$ cat src/rtl/wave_i2s_tx.sv
`default_nettype none
// ============================================================================
//  Module   : wave_i2s_tx
//  Purpose  : Accepts unsigned mono samples over valid/ready and serialises
//             them as a left-justified I2S-style stream (bit clock, word
//             select, serial data). Each sample is sent on both channels of
//             a stereo frame after offset-binary to two's-complement
//             conversion. A starved frame repeats the last sample and
//             raises a one-cycle underrun pulse.
//  Revision : 1.0 - initial release
// ============================================================================
module wave_i2s_tx #(
    parameter int WAVE_DEPTH = 8,
    parameter int FRAME_BITS = 16,
    parameter int CLK_DIV    = 4
) (
    input  logic                  clk,
    input  logic                  rst_n,
    input  logic [WAVE_DEPTH-1:0] i_sample,
    input  logic                  i_sample_valid,
    output logic                  o_sample_ready,
    output logic                  o_bit_clock,
    output logic                  o_word_select,
    output logic                  o_serial_data,
    output logic                  o_underrun
);

    localparam int c_cnt_w = $clog2(2 * FRAME_BITS);
    localparam int c_div_w = $clog2(CLK_DIV);

    localparam logic [c_cnt_w-1:0] c_cnt_last = c_cnt_w'(2 * FRAME_BITS - 1);
    localparam logic [c_cnt_w-1:0] c_slot_len = c_cnt_w'(FRAME_BITS);
    localparam logic [c_div_w-1:0] c_div_last = c_div_w'(CLK_DIV - 1);

    logic [c_div_w-1:0]    r_div;
    logic                  r_bclk;
    logic [c_cnt_w-1:0]    r_cnt;
    logic [WAVE_DEPTH-1:0] r_hold;
    logic                  r_full;
    logic                  r_consumed;
    logic [WAVE_DEPTH-1:0] r_last;
    logic                  r_sd;
    logic                  r_ws;
    logic                  r_underrun;

    logic                  w_div_end;
    logic                  w_fall;
    logic                  w_frame_start;
    logic                  w_accept;
    logic [c_cnt_w-1:0]    w_cnt_next;
    logic [c_cnt_w-1:0]    w_slot_bit;
    logic [WAVE_DEPTH-1:0] w_last_next;
    logic                  w_sd_bit;

    assign w_div_end     = (r_div == c_div_last);
    // A falling edge is the divider terminal count while the bit clock is high
    assign w_fall        = w_div_end & r_bclk;
    assign w_frame_start = w_fall & (r_cnt == c_cnt_last);
    assign w_accept      = i_sample_valid & ~r_full;
    assign w_cnt_next    = (r_cnt == c_cnt_last) ? '0 : r_cnt + 1'b1;
    assign w_slot_bit    = (w_cnt_next >= c_slot_len) ? (w_cnt_next - c_slot_len) : w_cnt_next;

    // The frame's first bit must already come from the newly loaded sample,
    // so the data mux looks at the next-state value of the last-sample register
    assign w_last_next   = (w_frame_start && r_full)
                         ? {~r_hold[WAVE_DEPTH-1], r_hold[WAVE_DEPTH-2:0]}
                         : r_last;

    // Select MSB-first data bit for the current slot position; pad with zeros
    always_comb begin
        w_sd_bit = 1'b0;
        for (int i = 0; i < WAVE_DEPTH; i++) begin
            if (w_slot_bit == c_cnt_w'(i)) begin
                w_sd_bit = w_last_next[WAVE_DEPTH-1-i];
            end
        end
    end

    // Clock divider producing the bit clock
    always_ff @(posedge clk or negedge rst_n) begin
        if (!rst_n) begin
            r_div  <= '0;
            r_bclk <= 1'b0;
        end else if (w_div_end) begin
            r_div  <= '0;
            r_bclk <= ~r_bclk;
        end else begin
            r_div  <= r_div + 1'b1;
        end
    end

    // Bit counter, word select and serial data advance on each falling edge
    always_ff @(posedge clk or negedge rst_n) begin
        if (!rst_n) begin
            r_cnt <= c_cnt_last;
            r_ws  <= 1'b0;
            r_sd  <= 1'b0;
        end else if (w_fall) begin
            r_cnt <= w_cnt_next;
            r_ws  <= (w_cnt_next >= c_slot_len);
            r_sd  <= w_sd_bit;
        end
    end

    // Last-sample register: reloaded only at a frame start with a held sample
    always_ff @(posedge clk or negedge rst_n) begin
        if (!rst_n) begin
            r_last <= '0;
        end else begin
            r_last <= w_last_next;
        end
    end

    // Underrun pulse marks a frame start that found the holding register empty
    always_ff @(posedge clk or negedge rst_n) begin
        if (!rst_n) begin
            r_underrun <= 1'b0;
        end else begin
            r_underrun <= w_frame_start & ~r_full;
        end
    end

    // Holding register; it is released one cycle after the frame start that
    // consumed it, so ready reappears the cycle after the frame start
    always_ff @(posedge clk or negedge rst_n) begin
        if (!rst_n) begin
            r_hold     <= '0;
            r_full     <= 1'b0;
            r_consumed <= 1'b0;
        end else begin
            r_consumed <= w_frame_start & r_full;
            if (r_consumed) begin
                r_full <= 1'b0;
            end else if (w_accept) begin
                r_full <= 1'b1;
                r_hold <= i_sample;
            end
        end
    end

    assign o_sample_ready = ~r_full;
    assign o_bit_clock    = r_bclk;
    assign o_word_select  = r_ws;
    assign o_serial_data  = r_sd;
    assign o_underrun     = r_underrun;

endmodule
`default_nettype wire

$ cat config.mk
export PLATFORM = sky130hd
export DESIGN_NAME = wave_i2s_tx
export DESIGN_NICKNAME = d
export VERILOG_FILES = /design/src/rtl/wave_i2s_tx.sv
export SDC_FILE = /design/constraint.sdc
export NUM_CORES = 1
export LEC_CHECK = 0
export BUFFER_PORTS_ARGS = -buffer_cell sky130_fd_sc_hd__buf_2
export CORE_MARGIN = 2
export CORE_UTILIZATION = 50
export CTS_CLUSTER_SIZE = 24
export DETAILED_ROUTE_END_ITERATION = 12
export HOLD_SLACK_MARGIN = 0.03
export PLACE_DENSITY = 0.8
export SLEW_MARGIN = 10
export SYNTH_ARGS = -nofsm -noshare
export SYNTH_HDL_FRONTEND = slang
export SYNTH_SLANG_ARGS = --single-unit
$ cat constraint.sdc
create_clock -name clk -period 3.1 [get_ports clk]
set_input_delay 0.31 -clock clk [delete_from_list [all_inputs] [get_ports clk]]
set_output_delay 0.31 -clock clk [all_outputs]
set_load 0.1 [all_outputs]
### Yosys cells after proc, flatten, opt, wreduce, memory -nomap -nowiden

Index checks and enable logic that the tools add are counted.

* $add $sub $neg: 3
* multiply operators: 0
* div/mod/pow operators: 0
* magnitude comparators: 1
* eq/ne operators: 9
* shifts and indexed selects: 0
* muxes and demuxes: 14
* bitwise gates (word level): 9
* reductions and logical operators: 4

Operators by type and width (count)
* $eq 5x3->1 const B: 4
* $eq 5x2->1 const B: 2
* $mux 1: 10
* $mux 5: 2
* $mux 8: 1
* $add 5x1->5 const B: 1
* $and 1x1->1: 5
* $eq 5x1->1 const B: 1
* $eq 5x5->1 const B: 1
* $ge 5x5->1 const B: 1
* $logic_not 5->1: 1
* $sub 5x5->5 const B: 1
* $not 1->1: 4
* $add 2x1->2 const B: 1
* $eq 2x2->1 const B: 1
* $mux 2: 1
* $reduce_and 2->1: 1
* $reduce_bool 2->1: 1
* $logic_and 1x1->1: 1

* flip-flop bits (word level): 29
* latch bits: 0
* memory bits (writable): 0
* ROM bits: 0
* bits of input ports: 11
* output and inout bits: 5
* logic and storage cells: 50
* memories kept: 0

### Depth between registers and ports, before layout

Gate-level depths: netlist (run 1).

* depth after elaboration: 13
* depth in mapped cells: 10
* gate-level depth less buffers: 8

### Worst setup path after synthesis (run 1)

Ideal clock, no wire load.

* path kind: reg2reg
* start point: register r_cnt[0]
* end point: register r_sd (netlist: o_serial_data)
* setup time: 125 ps
* arrival time: 2155 ps
* data required time: 2975 ps
* setup slack: 819 ps
* cell stages (with the launch flop): 11
* path buffers: 2
* period minus slack after synthesis: 2281 ps
* cells stage by stage: dfstp_2 -> ha_1 -> and3_1 -> ha_1 -> buf_2 -> nand4_2 -> buf_6 -> mux2_4 -> o21a_1 -> nor4_1 -> o21ai_1

* elaborated cells on any way between the ends: 25
* classes of those cells: 2 x add/sub; 1 x order compare; 8 x eq/ne; 11 x mux; 1 x bitwise; 2 x reduce/logical

RTL lines
* start, declared: RTL line 37 `logic [c_cnt_w-1:0] r_cnt;`
* start signal, assigned: RTL line 95 `r_cnt <= c_cnt_last;`
* start signal, assigned: RTL line 99 `r_cnt <= w_cnt_next;`
* $eq 5x5->1: RTL line 58 `assign w_frame_start = w_fall & (r_cnt == c_cnt_last);`
* $and 1x1->1: RTL line 58
* $logic_and 1x1->1: RTL line 65 `assign w_last_next = (w_frame_start && r_full)`
* $mux 8: RTL line 66 `? {~r_hold[WAVE_DEPTH-1], r_hold[WAVE_DEPTH-2:0]}`
* net w_last_next[5]: RTL line 52 `logic [WAVE_DEPTH-1:0] w_last_next;`
* $mux 1 (6 in a row): RTL line 73 `if (w_slot_bit == c_cnt_w'(i)) begin`
* end signal, assigned: RTL line 101 `r_sd <= w_sd_bit;`
* end, declared: RTL line 42 `logic r_sd;`

The timed path passes the listed nets, and every way through them passes these cells.
A chain may end at the register's enable or synchronous reset.

### Final worst setup path (run 1)

Ends and elaborated chain as after synthesis.

==> flow_summary.toml, run 1 <==
[sta]
worst_hold_slack_ns = 0.181
worst_clock_skew_ns = 0.00773
unrepaired_setup_endpoints_after_global_routing = "false"
max_freq_mhz = 391
finalSetupViolations = 0
timing.final.hold_violations = 0
final.min_clock_period_ns = 2.55
finalSetupTns_ns = 0
worst_slew_pin_slew_ns = 0.614
timing.final.crit_share = 0.824
timing_max_transition_violations_final = 0
worst_slew_margin_rel = 0.589

[placement]
dp_hpwl_um = 1700
port_buffers = 15
place_congestion = 0.785

[synthesis]
post_synth_instance_area_um2 = 1330
syn_nets = 128
ys_dominant_reg_cell = "sky130_fd_sc_hd__dfrtp_1"
synth_enable_flop_cells = 0
postSynthAreaPerCell_um2 = 12.1
largest_family_of_logic_cells_by_synthesized_area = "simple AND/OR/NAND/NOR gates"
post_synth_main_area_contributors = "sky130_fd_sc_hd__dfrtp_1 (45%), sky130_fd_sc_hd__dfstp_2 (9.9%), sky130_fd_sc_hd__mux2_2 (9.3%)"
synthMuxAreaShare = 0.127
yosys_warnings = 0
post_synth_xor_area_fraction = 0.0198
synthDominantCellAreaShare = 0.452
post_synth_adder_cell_area = 0.0659
synth_top_area_cell = "sky130_fd_sc_hd__dfrtp_1"
ys_types = 35
synth_compound_gate_area_share = 0.0734
synthesis.instances = 110
post_synth_and_or_nand_nor_area_fraction = 0.128
synth-async-reset-ratio = 1.00
synth-seq-cells = 29
synth_seq_area_share = 0.551

[floorplanning]
std_cell_rows = 18
core_area_um2 = 2500
die-area_um2 = 3090
dieHeight_um = 55.6
floorplan.die.width_um = 55.6
start_util = 0.532
pin_count = 16

[critical_path]
worstReg2RegStart = "r_cnt[0]"
critPathLaunchType = "flop"
r2r_slack_ns = 0.55
r2r.worst_path.cells = 8
timing.rr.end = "o_serial_data"
crit_required_ns = 3.31
critPathArrivalTime_ns = 2.77
criticalPathCategory = "reg -> reg"
setup.worst_path.end_class = "flop"
cp-startpoint = "r_cnt[0]"
critical_path.max_fanout = 11
crit_end = "o_serial_data"

[cells_and_area]
final_common_cell = "sky130_fd_sc_hd__dfrtp_1"
num_antenna_cells = 0
layout_cell_share_with_drive_strength_beyond_1 = 0.321
final_cell_mix = "sky130_fd_sc_hd__dfrtp_1 (24), sky130_fd_sc_hd__buf_2 (15), sky130_fd_sc_hd__nand2_1 (14), sky130_fd_sc_hd__mux2_2 (11)"
flow.area_growth_from_synthesis_pct = 11.5
num-fill-cells = 208
finish.net_count = 148

[routing]
ant_nets = 0
drt-vias-per-instance = 5.35
drt_pre_antenna_iters = 4
dr.first_iter.drc_count = 21
vias = 862
drc_errors = 0
finalWirelength_um = 2300
routedWlPerCell_um = 14.3

[clock_network]
cts_tree = "done"
cts_buffer_depth = 2
clock_root_buffer = "sky130_fd_sc_hd__clkbuf_4"
tritoncts.num_buffers = 5
clock_insertion_delay_worst_skew_ns = 0.33
clk_pin_slew_worst_paths_ns = 0.09
cts.sink_count = 29
cts_setup_buffers = 0
htree_depth = 2

[power]
ir_worst_vdd_mv = 0.395
power.static_leakage_nw = 0.805
power_per_cell_area_nw_per_um2 = 432

[global_routing]
gr-usage-all-layers = 0.172
grt_antenna_before_repair = 0
total_grt_overflow = 0
via_count_of_the_first_global_routing_pass = 872
first_pass_grt_wire_length_um = 3970
grt_start_max_net_pins = 30

[run_status]
run_status = "complete, no violations"

[run]
max-cap-violations = 0

[worst_hold_path]
worstHoldPathType = "in -> reg"
-- worst max-delay path: stages (launching register included) --
cell and delay (ns):
sky130_fd_sc_hd__dfstp_2 0.60, sky130_fd_sc_hd__ha_1 0.19, sky130_fd_sc_hd__and3_1 0.15, sky130_fd_sc_hd__ha_1 0.31
sky130_fd_sc_hd__nand4_2 0.35, sky130_fd_sc_hd__mux2_4 0.41, sky130_fd_sc_hd__o21a_1 0.18, sky130_fd_sc_hd__nor4_1 0.18
sky130_fd_sc_hd__o21ai_1 0.08
-- cells by family after synthesis --
| kind of cell | Yosys count |
|---|---|
| simple gates | 32 |
| flops | 29 |
| mux | 15 |
| compound gates | 14 |
| buf+inv | 10 |
| fa+ha+maj | 7 |
| xor+xnor | 3 |
-- what timing repair did --
| item | 4_1_cts | 5_1_grt |
|---|---|---|
| gates resized for setup | 0 | 0 |
| endpoints found under the hold margin | 24 | 0 |
| hold buffers | 1 | 0 |
-- Yosys cell counts, types with 2 or more instances --
library cell,instances
sky130_fd_sc_hd__a21o_1,2
sky130_fd_sc_hd__and3_1,2
sky130_fd_sc_hd__and3b_1,2
sky130_fd_sc_hd__dfrtp_1,24
sky130_fd_sc_hd__dfstp_2,5
sky130_fd_sc_hd__ha_1,7
sky130_fd_sc_hd__inv_1,7
sky130_fd_sc_hd__mux2_2,11
sky130_fd_sc_hd__mux2i_1,3
sky130_fd_sc_hd__nand2_1,14
sky130_fd_sc_hd__nor2_1,6
sky130_fd_sc_hd__o21ai_0,3
sky130_fd_sc_hd__xor2_1,2
-- layer usage --
layer	track usage	vias to the layer above	share of wire
met5	0	-	0
met4	0.105	0	0.018
met3	0.0492	7	0.050
met2	0.276	21	0.50
met1	0.205	417	0.43
li1	-	417	-
-- registers in the layout, summed over array words and instances, names as in the netlist --
signal         cells
o_bit_clock        1
o_serial_data      1
o_underrun         1
o_word_select      1
r_cnt              5
r_consumed         1
r_div              2
r_full             1
r_hold             8
r_last             8
-- worst min-delay path by stage --
stage / from / to / slack, ns / cells past startpoint
floorplan: rst_n / o_bit_clock / 0.01 / 0
global placement: rst_n / o_bit_clock / 0.35 / 1
detailed placement: rst_n / o_bit_clock / 0.36 / 1
CTS: i_sample[7] / r_hold[7] / 0.17 / 3
global route: i_sample[7] / r_hold[7] / 0.20 / 3
finish: i_sample[7] / r_hold[7] / 0.18 / 3
-- report_power, final --
| part | internal [W] | switching (W) | leakage [nW] |
|---|---|---|---|
| Clock | 0.0000881 | 0.000128 | 0.0293 |
| Combinational | 0.0000140 | 0.0000125 | 0.411 |
| Sequential | 0.000391 | 0.00000705 | 0.365 |
-- area by class of cell --
type                    instances  area (um2)  share of cell area
repair buffers                 16        85.1              0.0574
clock inverters                 1        5.00             0.00338
inverters                       7        26.3              0.0177
flip-flops and latches         29         732               0.494
well taps                      30        37.5              0.0253
clock buffers                   7        45.0              0.0304
multi-input cells              71         551               0.372
-- through the flow --
stage / util / setup WS (ns) / area, um2 / instances / total power (W)
floorplan: - / 0.819 / 1330 / 110 / 0.000414
global placement: 0.569 / 0.654 / 1420 / 152 / 0.000429
detailed placement: 0.569 / 0.557 / 1420 / 152 / 0.000431
CTS: 0.593 / 0.541 / 1480 / 161 / 0.000650
global route: 0.593 / 0.351 / 1480 / 161 / 0.000669
finish: 0.593 / 0.546 / 1480 / 161 / 0.000640
Power figures use the tool's default switching activity.
==> run 2: changes to the inputs <==
PLACE_DENSITY = 0.83   (was 0.8)
clock period = 2.35 ns   (was 3.1 ns; I/O delays follow)
==> flow_summary.toml, run 2 (synthesis gave the netlist of run 1 again) <==
[routing]
routedWlPerCell_um = 13.5
dr.first_iter.drc_count = 6
vias = 884
drc_errors = 0
drt-vias-per-instance = 5.33
drt_pre_antenna_iters = 4
finalWirelength_um = 2240
ant_nets = 0

[floorplanning]
std_cell_rows = 18
dieHeight_um = 55.6
floorplan.die.width_um = 55.6
pin_count = 16
die-area_um2 = 3090
core_area_um2 = 2500
start_util = 0.532

[global_routing]
first_pass_grt_wire_length_um = 4060
total_grt_overflow = 0
gr-usage-all-layers = 0.172
via_count_of_the_first_global_routing_pass = 902
grt_start_max_net_pins = 30
grt_antenna_before_repair = 0

[critical_path]
timing.critical_path.max_delay_family = "flip-flops"
cp-startpoint = "r_cnt[1]"
setup.worst_path.end_class = "flop"
worstPathBufferInverterCount = 1
cp.depth = 9
timing.rr.end = "o_serial_data"
r2r_slack_ns = 0.12
critPathArrivalTime_ns = 2.47
crit_end = "o_serial_data"
worst_path_max_delay_cell = "sky130_fd_sc_hd__dfstp_2"
critPathLaunchType = "flop"
crit_required_ns = 2.60
critical_path.max_fanout = 5
worstReg2RegStart = "r_cnt[1]"
cp_common_cell = "sky130_fd_sc_hd__ha_2"
cpPeakStageDelay_ns = 0.57
timing.critical_path.cells = "ha_2, and3_4, ha_2, nand4_4, buf_4, mux2_2, mux2i_1, a211o_1, o21ai_1"
criticalPathCategory = "reg -> reg"
r2r.worst_path.cells = 9

[cells_and_area]
num-fill-cells = 198
final_common_cell = "sky130_fd_sc_hd__dfrtp_1"
layout_cell_share_with_drive_strength_beyond_1 = 0.397
biggestRegsByFlops = "r_hold: 8 flops, r_last: 8 flops, r_cnt: 5 flops"
num_antenna_cells = 0
final_core_utilization = 0.629
finish.net_count = 154
final_cell_count_no_fill = 166
flow.area_growth_from_synthesis_pct = 18.3
final_cell_mix = "sky130_fd_sc_hd__dfrtp_1 (24), sky130_fd_sc_hd__buf_2 (15), sky130_fd_sc_hd__nand2_1 (14), sky130_fd_sc_hd__mux2_2 (11), sky130_fd_sc_hd__inv_1 (7)"

[power]
power_per_cell_area_nw_per_um2 = 545
power.static_leakage_nw = 0.824
ir_worst_vdd_mv = 0.483

[sta]
worst_clock_skew_ns = 0.00778
timing.final.crit_share = 0.947
unrepaired_setup_endpoints_after_global_routing = "false"
final.min_clock_period_ns = 2.23
finalSetupTns_ns = 0
timing.final.hold_violations = 0
timing_max_transition_violations_final = 0
worst_slew_pin_slew_ns = 0.606
max_freq_mhz = 449
worst_slew_margin_rel = 0.594
finalSetupViolations = 0

[worst_hold_path]
worstHoldPathType = "in -> reg"

[run]
max-cap-violations = 0

[clock_network]
tritoncts.num_buffers = 5
clk_pin_slew_worst_paths_ns = 0.09
clock_insertion_delay_worst_skew_ns = 0.32
cts.sink_count = 29
cts_buffer_depth = 2
cts_tree = "done"
clock_root_buffer = "sky130_fd_sc_hd__clkbuf_4"
htree_depth = 2

[placement]
dp_hpwl_um = 1650
port_buffers = 15
dp.cells = 155
place_congestion = 0.775

[run_status]
run_status = "complete, no violations"
run 2: changes by cell type in the layout (fill, tap and decap cells not counted), sizes merged:
cell | before | now
clkinv | 1 | 0
buf | 15 | 21
run 2: per-layer routing:
| layer | track usage | vias up | part of all wire |
|---|---|---|---|
| li1 | - | 428 | - |
| met1 | 0.224 | 428 | 0.45 |
| met2 | 0.262 | 21 | 0.48 |
| met3 | 0.0515 | 7 | 0.043 |
| met4 | 0.0836 | 0 | 0.019 |
| met5 | 0 | - | 0 |
run 2: worst min path at each step:
stage,startpoint,to,slack (ns),depth (start not counted)
floorplan,rst_n,o_bit_clock,-0.06,0
global placement,rst_n,o_underrun,0.27,1
detailed placement,rst_n,o_underrun,0.29,1
CTS,i_sample_valid,r_full,0.12,3
global route,i_sample[4],r_hold[4],0.13,2
finish,i_sample_valid,r_full,0.14,3
run 2: tightest hold or removal path: stages:
cell and delay (ns):
sky130_fd_sc_hd__buf_2 0.08, sky130_fd_sc_hd__nor2_1 0.03, sky130_fd_sc_hd__nor2_1 0.07
run 2: layout make-up:
| class | count | area (um2) | area share |
|---|---|---|---|
| Tap cell | 30 | 37.5 | 0.0239 |
| Timing Repair Buffer | 22 | 134 | 0.0852 |
| Clock buffer | 7 | 55.1 | 0.0350 |
| Sequential cell | 29 | 732 | 0.466 |
| Inverter | 7 | 26.3 | 0.0167 |
| Multi-Input combinational cell | 71 | 587 | 0.373 |
run 2: timing repair:
item,in CTS,in global routing
pin swaps,1,2
gates resized for setup,0,8
setup buffers,0,3
hold buffers,1,0
setup endpoints to repair,1,1
endpoints found under the hold margin,24,0
run 2: stage by stage:
step           power (W)  hold WS [ns]  instance area, um2  worst slack (ns)
2_1_floorplan   0.000546       -0.0606                1330            0.0694
3_3_place_gp    0.000566         0.274                1440             0.157
3_5_place_dp    0.000568         0.285                1440            0.0539
4_1_cts         0.000871         0.123                1510           0.00557
5_1_grt         0.000901         0.133                1570            0.0114
6_report        0.000856         0.137                1570             0.125
run 2: report_power, final:
part	switching, W	internal [W]
combinational	0.0000163	0.0000184
clock	0.000156	0.000141
sequential	0.00000912	0.000515
